## src/rtl/ov7670_stream_tx.sv

```systemverilog
// OV7670-style camera source: streams RGB565 pixels from a frame buffer as D/HREF/HSYNC/VSYNC on PCLK.
// Define OV7670_TX_PATTERN_EN to replace the frame-buffer path with a generated test pattern.
module ov7670_stream_tx #(
    parameter int H_ACTIVE = 640,
    parameter int H_TOTAL  = 784,
    parameter int H_SYNC   = 80,
    parameter int V_ACTIVE = 480,
    parameter int V_SYNC   = 3,
    parameter int V_BACK   = 17,
    parameter int V_TOTAL  = 510,
    localparam int AW      = $clog2(H_ACTIVE*V_ACTIVE)
) (
    input  logic          PCLK,
    input  logic          RST,
    input  logic          EN,
    output logic          RD_EN,
    output logic [AW-1:0] RD_ADDR,
    input  logic [15:0]   RD_DATA,
    output logic [7:0]    D,
    output logic          HREF,
    output logic          HSYNC,
    output logic          VSYNC,
    output logic          FRAME_START,
    output logic          dbg_run
);

    localparam int HW = $clog2(2*H_TOTAL);
    localparam int VW = $clog2(V_TOTAL);
    localparam logic [HW-1:0] H_LAST = HW'(2*H_TOTAL-1);
    localparam logic [VW-1:0] V_LAST = VW'(V_TOTAL-1);
    localparam int V_FIRST = V_SYNC + V_BACK;

    typedef enum logic {S_IDLE, S_RUN} state_t;

    state_t          state_q, state_d;
    logic [HW-1:0]   h_q, h_d;
    logic [VW-1:0]   v_q, v_d;
    logic [AW-1:0]   addr_q, addr_d;
    logic            rd_en_q, rd_en_d;
    logic            run_q, run_d;

    // Stage 1: flags decoded from the counters, one cycle behind them.
    logic            p1_href_q, p1_odd_q, p1_hs_q, p1_vs_q, p1_fs_q;
    logic            c_href, c_hs, c_vs, c_fs;

    // Stage 2: the registered outputs.
    logic [7:0]      d_q, d_d;
    logic            href_q, hs_q, vs_q, fs_q;

`ifdef OV7670_TX_PATTERN_EN
    logic [15:0]     pix_q, pix_d;
    logic [31:0]     pat_x, pat_line;
`else
    logic [7:0]      lo_q, lo_d;
`endif

    function automatic logic is_active(input logic [HW-1:0] h, input logic [VW-1:0] v);
        return (int'(v) >= V_FIRST) && (int'(v) < V_FIRST + V_ACTIVE) && (int'(h) < 2*H_ACTIVE);
    endfunction

    always_comb begin
        state_d = state_q;
        h_d     = h_q;
        v_d     = v_q;
        case (state_q)
            S_IDLE: begin
                h_d = '0;
                v_d = '0;
                if (EN) state_d = S_RUN;
            end
            S_RUN: begin
                if (h_q == H_LAST) begin
                    h_d = '0;
                    if (v_q == V_LAST) begin
                        v_d = '0;
                        if (!EN) state_d = S_IDLE;
                    end else begin
                        v_d = v_q + 1'b1;
                    end
                end else begin
                    h_d = h_q + 1'b1;
                end
            end
            default: state_d = S_IDLE;
        endcase
    end

    assign run_d = (state_d == S_RUN);
    assign run_q = (state_q == S_RUN);

    // Read strobe and address are decoded from the next counter value so the
    // registered strobe lines up with the counter state it belongs to.
    always_comb begin
`ifdef OV7670_TX_PATTERN_EN
        rd_en_d = 1'b0;
`else
        rd_en_d = run_d && is_active(h_d, v_d) && !h_d[0];
`endif
        addr_d = addr_q;
        if (!run_d || (h_d == '0 && v_d == '0)) addr_d = '0;
        else if (rd_en_q)                        addr_d = addr_q + 1'b1;
    end

    always_comb begin
        c_href = run_q && is_active(h_q, v_q);
        c_vs   = run_q && (int'(v_q) < V_SYNC);
        c_hs   = run_q && (int'(h_q) >= 2*H_ACTIVE) && (int'(h_q) < 2*(H_ACTIVE + H_SYNC));
        c_fs   = run_q && (h_q == '0) && (v_q == '0);
    end

`ifdef OV7670_TX_PATTERN_EN
    always_comb begin
        pat_x    = 32'(int'(h_q) / 2);
        pat_line = 32'(int'(v_q) - V_FIRST);
        pix_d    = {pat_x[4:0], pat_x[5:0], pat_line[4:0]};
        d_d      = 8'h00;
        if (p1_href_q) d_d = p1_odd_q ? pix_q[7:0] : pix_q[15:8];
    end
`else
    // High byte goes straight from the read port; the low byte is parked for the odd slot.
    always_comb begin
        lo_d = lo_q;
        d_d  = 8'h00;
        if (p1_href_q) begin
            if (p1_odd_q) begin
                d_d = lo_q;
            end else begin
                d_d  = RD_DATA[15:8];
                lo_d = RD_DATA[7:0];
            end
        end
    end
`endif

    always_ff @(posedge PCLK) begin
        if (RST) begin
            state_q   <= S_IDLE;
            h_q       <= '0;
            v_q       <= '0;
            addr_q    <= '0;
            rd_en_q   <= 1'b0;
            p1_href_q <= 1'b0;
            p1_odd_q  <= 1'b0;
            p1_hs_q   <= 1'b0;
            p1_vs_q   <= 1'b0;
            p1_fs_q   <= 1'b0;
            d_q       <= 8'h00;
            href_q    <= 1'b0;
            hs_q      <= 1'b0;
            vs_q      <= 1'b0;
            fs_q      <= 1'b0;
`ifdef OV7670_TX_PATTERN_EN
            pix_q     <= 16'h0000;
`else
            lo_q      <= 8'h00;
`endif
        end else begin
            state_q   <= state_d;
            h_q       <= h_d;
            v_q       <= v_d;
            addr_q    <= addr_d;
            rd_en_q   <= rd_en_d;
            p1_href_q <= c_href;
            p1_odd_q  <= h_q[0];
            p1_hs_q   <= c_hs;
            p1_vs_q   <= c_vs;
            p1_fs_q   <= c_fs;
            d_q       <= d_d;
            href_q    <= p1_href_q;
            hs_q      <= p1_hs_q;
            vs_q      <= p1_vs_q;
            fs_q      <= p1_fs_q;
`ifdef OV7670_TX_PATTERN_EN
            pix_q     <= pix_d;
`else
            lo_q      <= lo_d;
`endif
        end
    end

    assign RD_EN       = rd_en_q;
    assign RD_ADDR     = addr_q;
    assign D           = d_q;
    assign HREF        = href_q;
    assign HSYNC       = hs_q;
    assign VSYNC       = vs_q;
    assign FRAME_START = fs_q;
    assign dbg_run     = run_q;

endmodule

```

## config.mk

```make
export PLATFORM = sky130hd
export DESIGN_NAME = ov7670_stream_tx
export DESIGN_NICKNAME = d
export VERILOG_FILES = /design/src/rtl/ov7670_stream_tx.sv
export SDC_FILE = /design/constraint.sdc
export NUM_CORES = 1
export LEC_CHECK = 0
export ABC_AREA = 1
export CORE_AREA = 4 4 91 93
export CTS_CLUSTER_DIAMETER = 50
export CTS_CLUSTER_SIZE = 8
export DETAILED_ROUTE_END_ITERATION = 8
export DIE_AREA = 0 0 95 97
export GPL_TIMING_DRIVEN = 0
export PLACE_DENSITY = 0.7
export SYNTH_ARGS = -nofsm -noshare
export SYNTH_HDL_FRONTEND = slang
export SYNTH_SLANG_ARGS = --single-unit
```

## constraint.sdc

```tcl
create_clock -name PCLK -period 1.9 [get_ports PCLK]
set_input_delay 0.285 -clock PCLK [delete_from_list [all_inputs] [get_ports PCLK]]
set_output_delay 0.285 -clock PCLK [all_outputs]
set_load 0.01 [all_outputs]
```

### After elaboration in Yosys (flattened, before gate mapping)

Index checks and enable logic that the tools add are counted.

* memory bits (writable): 0
* bits of input ports: 19
* bits in latches: 0
* memories: 0
* ROM bits: 0
* flip-flop bits (word level): 66
* logic and storage cells: 66
* output and inout bits: 33

* mux-type cells: 10
* $mul: 0
* divide/modulo/power cells: 0
* bitwise operators: 3
* shifts and indexed selects: 0
* $lt $le $gt $ge: 9
* equal/unequal tests: 2
* $add $sub $neg: 3
* reduce and logical (&&, ||, !) cells: 23

Operators with widths (number)
* $lt 11x11->1 const B: 3
* $logic_not 11->1: 2
* $pmux 11 s2: 1
* $add 19x1->19 const B: 1
* $ge 9x5->1 const B: 2
* $logic_not 9->1: 2
* $lt 9x9->1 const B: 2
* $mux 9: 2
* $pmux 9 s2: 1
* $logic_and 1x1->1: 13
* $add 11x1->11 const B: 1
* $eq 11x11->1 const B: 1
* $ge 11x11->1 const B: 1
* $mux 11: 1
* $add 9x1->9 const B: 1
* $eq 9x9->1 const B: 1
* $lt 9x2->1 const B: 1
* $mux 8: 1
* $reduce_or 2->1: 2
* $mux 1: 3
* $not 1->1: 3
* $logic_not 1->1: 2
* $pmux 1 s2: 1
* $reduce_and 2->1: 1
* $logic_or 1x1->1: 1

### Depth between registers and ports, before layout

Gate-level depths: netlist of run 1.

* depth after elaboration: 9
* depth in mapped cells: 16

### Worst setup path after synthesis of run 1

No wires, ideal clock.

* kind: reg-to-reg
* from: register v_q[0]
* to: register addr_q[8], in the netlist RD_ADDR[8]
* required time: 1.779 ns
* path buffers: 1
* arrival: 1.841 ns
* cell stages (with the launch flop): 16
* clock period less this slack: 1.962 ns
* path slack: -0.062 ns
* cell sequence: dfxtp_1 -> ha_1 -> inv_1 -> nor2_1 -> nand2_1 -> nand2_1 -> nand2_1 -> nand2_1 -> nor2_1 -> nor2_1 -> nand3_1 -> nor2_1 -> nand2_2 -> nand2_4 -> buf_12 -> nor2_4

* longest elaborated chain between the ends: 8
* elaborated cells between the ends (all ways): 13
* classes of those cells: 1 x add/sub; 1 x eq/ne; 6 x mux; 5 x reduce/logical

RTL lines
* start, declared: line 37 `logic [VW-1:0] v_q, v_d;`
* start signal, assigned: line 160 `v_q <= v_d;`
* $add 9x1->9 / $eq 9x9->1 (equally long branches): line 78, 74
* $mux 9: line 74 `if (v_q == V_LAST) begin`
* $mux 9: line 72 `if (h_q == H_LAST) begin`
* $pmux 9 s2: line 65 `case (state_q)`
* $logic_not 9->1: line 100 `if (!run_d || (h_d == '0 && v_d == '0)) addr_d = '0;`
* $logic_and 1x1->1: line 100
* $logic_or 1x1->1 (*): line 100
* $reduce_or 2->1 (no source line) (*)
* end signal, assigned: line 161 `addr_q <= addr_d;`
* end, declared: line 38 `logic [AW-1:0] addr_q, addr_d;`

Mark *: on every way between the ends. The rest lies on a longest branch, timed or not.
A chain may end at the register's enable or synchronous reset.

### Worst setup path in the final report of run 1

* from: register h_q[1]
* to: register addr_q[16], in the netlist RD_ADDR[16]

* longest elaborated chain between the ends: 7
* elaborated cells between the ends (all ways): 14
* classes of those cells: 1 x add/sub; 1 x eq/ne; 6 x mux; 6 x reduce/logical

RTL lines
* start, declared: line 36 `logic [HW-1:0] h_q, h_d;`
* start signal, assigned: line 138 `h_q <= '0;`
* start signal, assigned: line 159 `h_q <= h_d;`
* $add 11x1->11 / $eq 11x11->1 (equally long branches): line 81, 72
* $mux 11 / $mux 9 (equally long branches): line 72
* $pmux 11 s2 / $pmux 9 s2 (equally long branches): line 65
* $logic_not 11->1 / $logic_not 9->1 (equally long branches): line 100
* $logic_and 1x1->1: line 100
* $logic_or 1x1->1 (*): line 100
* $reduce_or 2->1 (no source line) (*)

Marks and branches as above.

==> flow_summary.json, run 1 <==
{
  "vias_per_cell": 5.059,
  "initial_core_util_pct": 43.55,
  "grt_pass1_wl_mm": 14.06,
  "cts-root-buf": "clkbuf_8",
  "reg2reg_depth": 16,
  "path_common_cell": "nor2_2",
  "clockPowerShare_pct": 47.6,
  "totalWireLength_mm": 9.042,
  "ctsHtreeMaxLevel": 3,
  "cts_hold_buf": 0,
  "crit_chain": "ha_4 -> nand2_8 -> nor2_8 -> nand2_4 -> nor2_4 -> nor2_4 -> nand2_2 -> nand3_2 -> nor2_2 -> nand2_1 -> nor2_2 -> nand2_2 -> nand2_4 -> buf_12 -> buf_12 -> nor2_2",
  "dp_hpwl_mm": 6.057,
  "clk_latency_ns": 0.34,
  "finalCriticalPeriod_ns": 2.127,
  "post_route_cells_drive_above_1_share_pct": 23.61,
  "die_x_um": 95,
  "ys_seq_area_share_pct": 40.31,
  "async_flop_share_pct": 0,
  "power.total_mw": 3.037,
  "skew_ns": 0.01508,
  "grt_use_total_pct": 19.07,
  "synth-seq-cells": 66,
  "p_comb_share_pct": 6.4,
  "powerDensity_nw_per_um2": 647.7,
  "place_congestion": 0.9270,
  "slowest_delay_ns": 0.36,
  "p_leak_nw": 1.946,
  "power.switching_mw": 0.6758,
  "drv_slew": 0,
  "path_delay_family": "simple AND/OR/NAND/NOR gates",
  "synth_edf_count": 0,
  "intPower_mw": 2.361,
  "numPortBuffers": 51,
  "crit_path_end_kind": "register",
  "place_area_um2": 3931,
  "chipHeight_um": 97,
  "cp-start-kind": "register",
  "pwr-share-seq_pct": 46.0,
  "crit_slowest_cell": "dfxtp_2",
  "cts_buffer_depth": 2,
  "required_ns": 2.13,
  "netlist_top_cells_area": "dfxtp_1 40%, nand2_1 11%, nor2_1 11%, inv_1 6.0%, nand3_1 5.2%",
  "yosys_warnings": 0,
  "r2r_end": "RD_ADDR[16]",
  "drcViolationCount": 0,
  "coreArea_um2": 7527,
  "std_cell_rows": 32,
  "finalSetupViolCount": 20,
  "criticalPathCategory": "register to register",
  "hold_depth": 2,
  "syn_inst": 461,
  "max-vdd-ir-drop_mv": 0.3389,
  "grt_max_degree": 13,
  "num_io_pins": 52,
  "numCtsBuffers": 9,
  "antenna_found_initial": 0,
  "grt.overflow.total": 0,
  "drv_cap": 0,
  "nets": 579,
  "synth_area_um2": 3278,
  "rrSetupSlack_ns": -0.23,
  "rr_startpoint": "h_q[1]",
  "synthFlopType": "dfxtp_1",
  "hold_violations": 0,
  "synth_nets": 486,
  "hp-class": "register to register",
  "drt-pass1-iter-count": 5,
  "grt_pass1_vias": 3107,
  "hold_path_startpoint": "p1_vs_q",
  "final_util_pct": 62.28,
  "final_area_um2": 4688,
  "diodes": 0,
  "synth_cell_types": 29,
  "synth_area_per_cell_um2": 7.111,
  "hold-path-endpoint": "VSYNC",
  "ant_nets": 0,
  "first_iter_violations": 221,
  "relSlewSlack_pct": 64.00,
  "worst-path-max-fanout": 6,
  "synth_top_area_share_pct": 40.31,
  "wl_per_cell_um": 13.68,
  "vias": 3344,
  "status": "finished, violations left",
  "clock.fmax_ghz": 0.4702,
  "tritoncts": "done",
  "rsz0062_at_grt": "true",
  "synth_area_leader_cell": "dfxtp_1",
  "cts.reportedPaths.clkPinSlew_ns": 0.08,
  "timing.final.crit_share_pct": 111.9,
  "violations": "negative setup slack",
  "clkSinkCount": 66,
  "syn_to_final_growth_pct": 43.02,
  "p_sw_share_pct": 22.25,
  "arrival_ns": 2.35,
  "fin_ws_ns": -0.2266,
  "path_buf_inv": 2,
  "worst_pin_slew_ns": 0.5399,
  "die_area_um2": 9215
}
## worst register-to-register path, delay by kind of cell, from the launching register on
kind | cells | cell delay [ns]
and+or+nand+nor | 13 | 1.23
DFF | 1 | 0.36
buffers and inverters | 2 | 0.24
adders and majority gates | 1 | 0.18
## through the flow
stage | setup WS, ns | TNS, ns | hold WS [ns] | cells
6_report | -0.2266 | -3.468 | 0.4021 | 661
5_1_grt | -0.3164 | -5.384 | 0.4325 | 661
4_1_cts | -0.1849 | -2.685 | 0.4054 | 651
3_5_place_dp | -0.4017 | -6.438 | 0.3952 | 614
3_3_place_gp | -0.3947 | -6.007 | 0.3903 | 614
2_1_floorplan | 0.008145 | 0 | 0.3883 | 461
## cell usage after synthesis (2+ instances only)
cell type and count:
a21oi_1 13, buf_2 2, clkbuf_1 4, clkinv_1 2, dfxtp_1 66, ha_1 6
inv_1 52, mux2i_1 2, nand2_1 92, nand2_2 6, nand2_4 3, nand3_1 34
nand3_2 2, nand4_1 14, nor2_1 92, nor2_2 11, nor2_4 6, nor3_1 13
nor4_1 2, o21ai_0 13, xnor2_1 8, xor2_1 11
## layout by cell type, fill, tap and decap left out, types with 3 or more instances in the layout
| cell | count |
|---|---|
| clkbuf_1 | 5 |
| dfxtp_2 | 6 |
| a21oi_1 | 13 |
| nand4_1 | 14 |
| nor3_2 | 4 |
| ha_4 | 3 |
| inv_1 | 48 |
| xor2_1 | 11 |
| clkbuf_8 | 9 |
| nand2_4 | 6 |
| nor3_1 | 9 |
| buf_4 | 25 |
| nor2_1 | 75 |
| buf_6 | 5 |
| nor2_4 | 12 |
| clkdlybuf4s50_1 | 51 |
| nand2_1 | 84 |
| o21ai_0 | 12 |
| nand2_2 | 10 |
| dfxtp_1 | 58 |
| inv_2 | 3 |
| nand3_2 | 8 |
| nor2_2 | 22 |
| ha_1 | 3 |
| bufinv_16 | 3 |
| nand3_1 | 28 |
| xnor2_1 | 8 |
## worst max path at each step
stage                start          end  slack [ns]  cells after the start
finish              h_q[1]  RD_ADDR[16]       -0.23                     16
global placement    h_q[1]   RD_ADDR[8]       -0.39                     15
CTS                 h_q[0]  RD_ADDR[16]       -0.18                     17
floorplan           h_q[1]   RD_ADDR[8]       0.008                     15
global route        h_q[1]  RD_ADDR[16]       -0.32                     16
detailed placement  h_q[1]   RD_ADDR[8]       -0.40                     15
## layer usage
layer / track usage, % / vias to the layer above / wire, um
li1: - / 1645 / -
met1: 24.02 / 1543 / 3956
met2: 30.64 / 138 / 4246
met3: 5.599 / 18 / 644
met4: 6.770 / 0 / 194
met5: 0 / - / 0
## cell type report
cell class	instances	area (um2)
Inverter	54	209.0
Timing Repair Buffer	82	790.8
Sequential cell	66	1336
Tap cell	102	127.6
Fill cell	673	2839
Clock inverter	6	115.1
Buffer	8	56.30
Clock buffer	10	127.6
Multi-Input combinational cell	333	1926
## power by group through the flow
stage	combinational (mW)	sequential, mW	clock [mW]
global route	0.208	1.40	1.53
finish	0.194	1.40	1.45
CTS	0.184	1.40	1.47
global placement	0.155	1.43	0
floorplan	0.0815	1.43	0
detailed placement	0.155	1.43	0
## flip-flops by register name (all words and copies together), names as in the netlist
signal and count:
RD_ADDR 19, h_q 11, v_q 9, D 8, lo_q 8, FRAME_START 1, HREF 1, HSYNC 1
RD_EN 1, VSYNC 1, dbg_run 1, p1_fs_q 1, p1_href_q 1, p1_hs_q 1, p1_odd_q 1, p1_vs_q 1
## logic make-up (layout without fill, tap and decap cells)
kind of cell             count (synthesis)  after routing  share of synthesized area [%]
AND/OR/NAND/NOR                        277            277                          39.08
flip-flops                              66             66                          40.31
buffers and inverters                   62            160                          7.901
AO/OA/AOI/OAI                           29             29                          4.733
XOR/XNOR                                19             19                          5.076
adder cells (fa/ha/maj)                  6              6                          2.290
multiplexers                             2              2                         0.6107
## repair_timing
item | CTS | global route
cloned | 1 | 0
hold endpoints to repair | 0 | 0
pin swaps | 17 | 21
buffers inserted | 20 | 11
endpoints found under the setup margin | 20 | 21
gates resized for setup | 28 | 43
(Power assumes the default switching activity.)
==> run 2, diff against run 1 <==
--- a/config.mk
+++ b/config.mk
@@ -13,6 +13,7 @@
 export DIE_AREA = 0 0 95 97
 export GPL_TIMING_DRIVEN = 0
 export PLACE_DENSITY = 0.7
+export SKIP_LAST_GASP = 1
 export SYNTH_ARGS = -nofsm -noshare
 export SYNTH_HDL_FRONTEND = slang
 export SYNTH_SLANG_ARGS = --single-unit
==> results of run 2 <==
The final DEF is identical to that of run 1; final timing and power are the same.
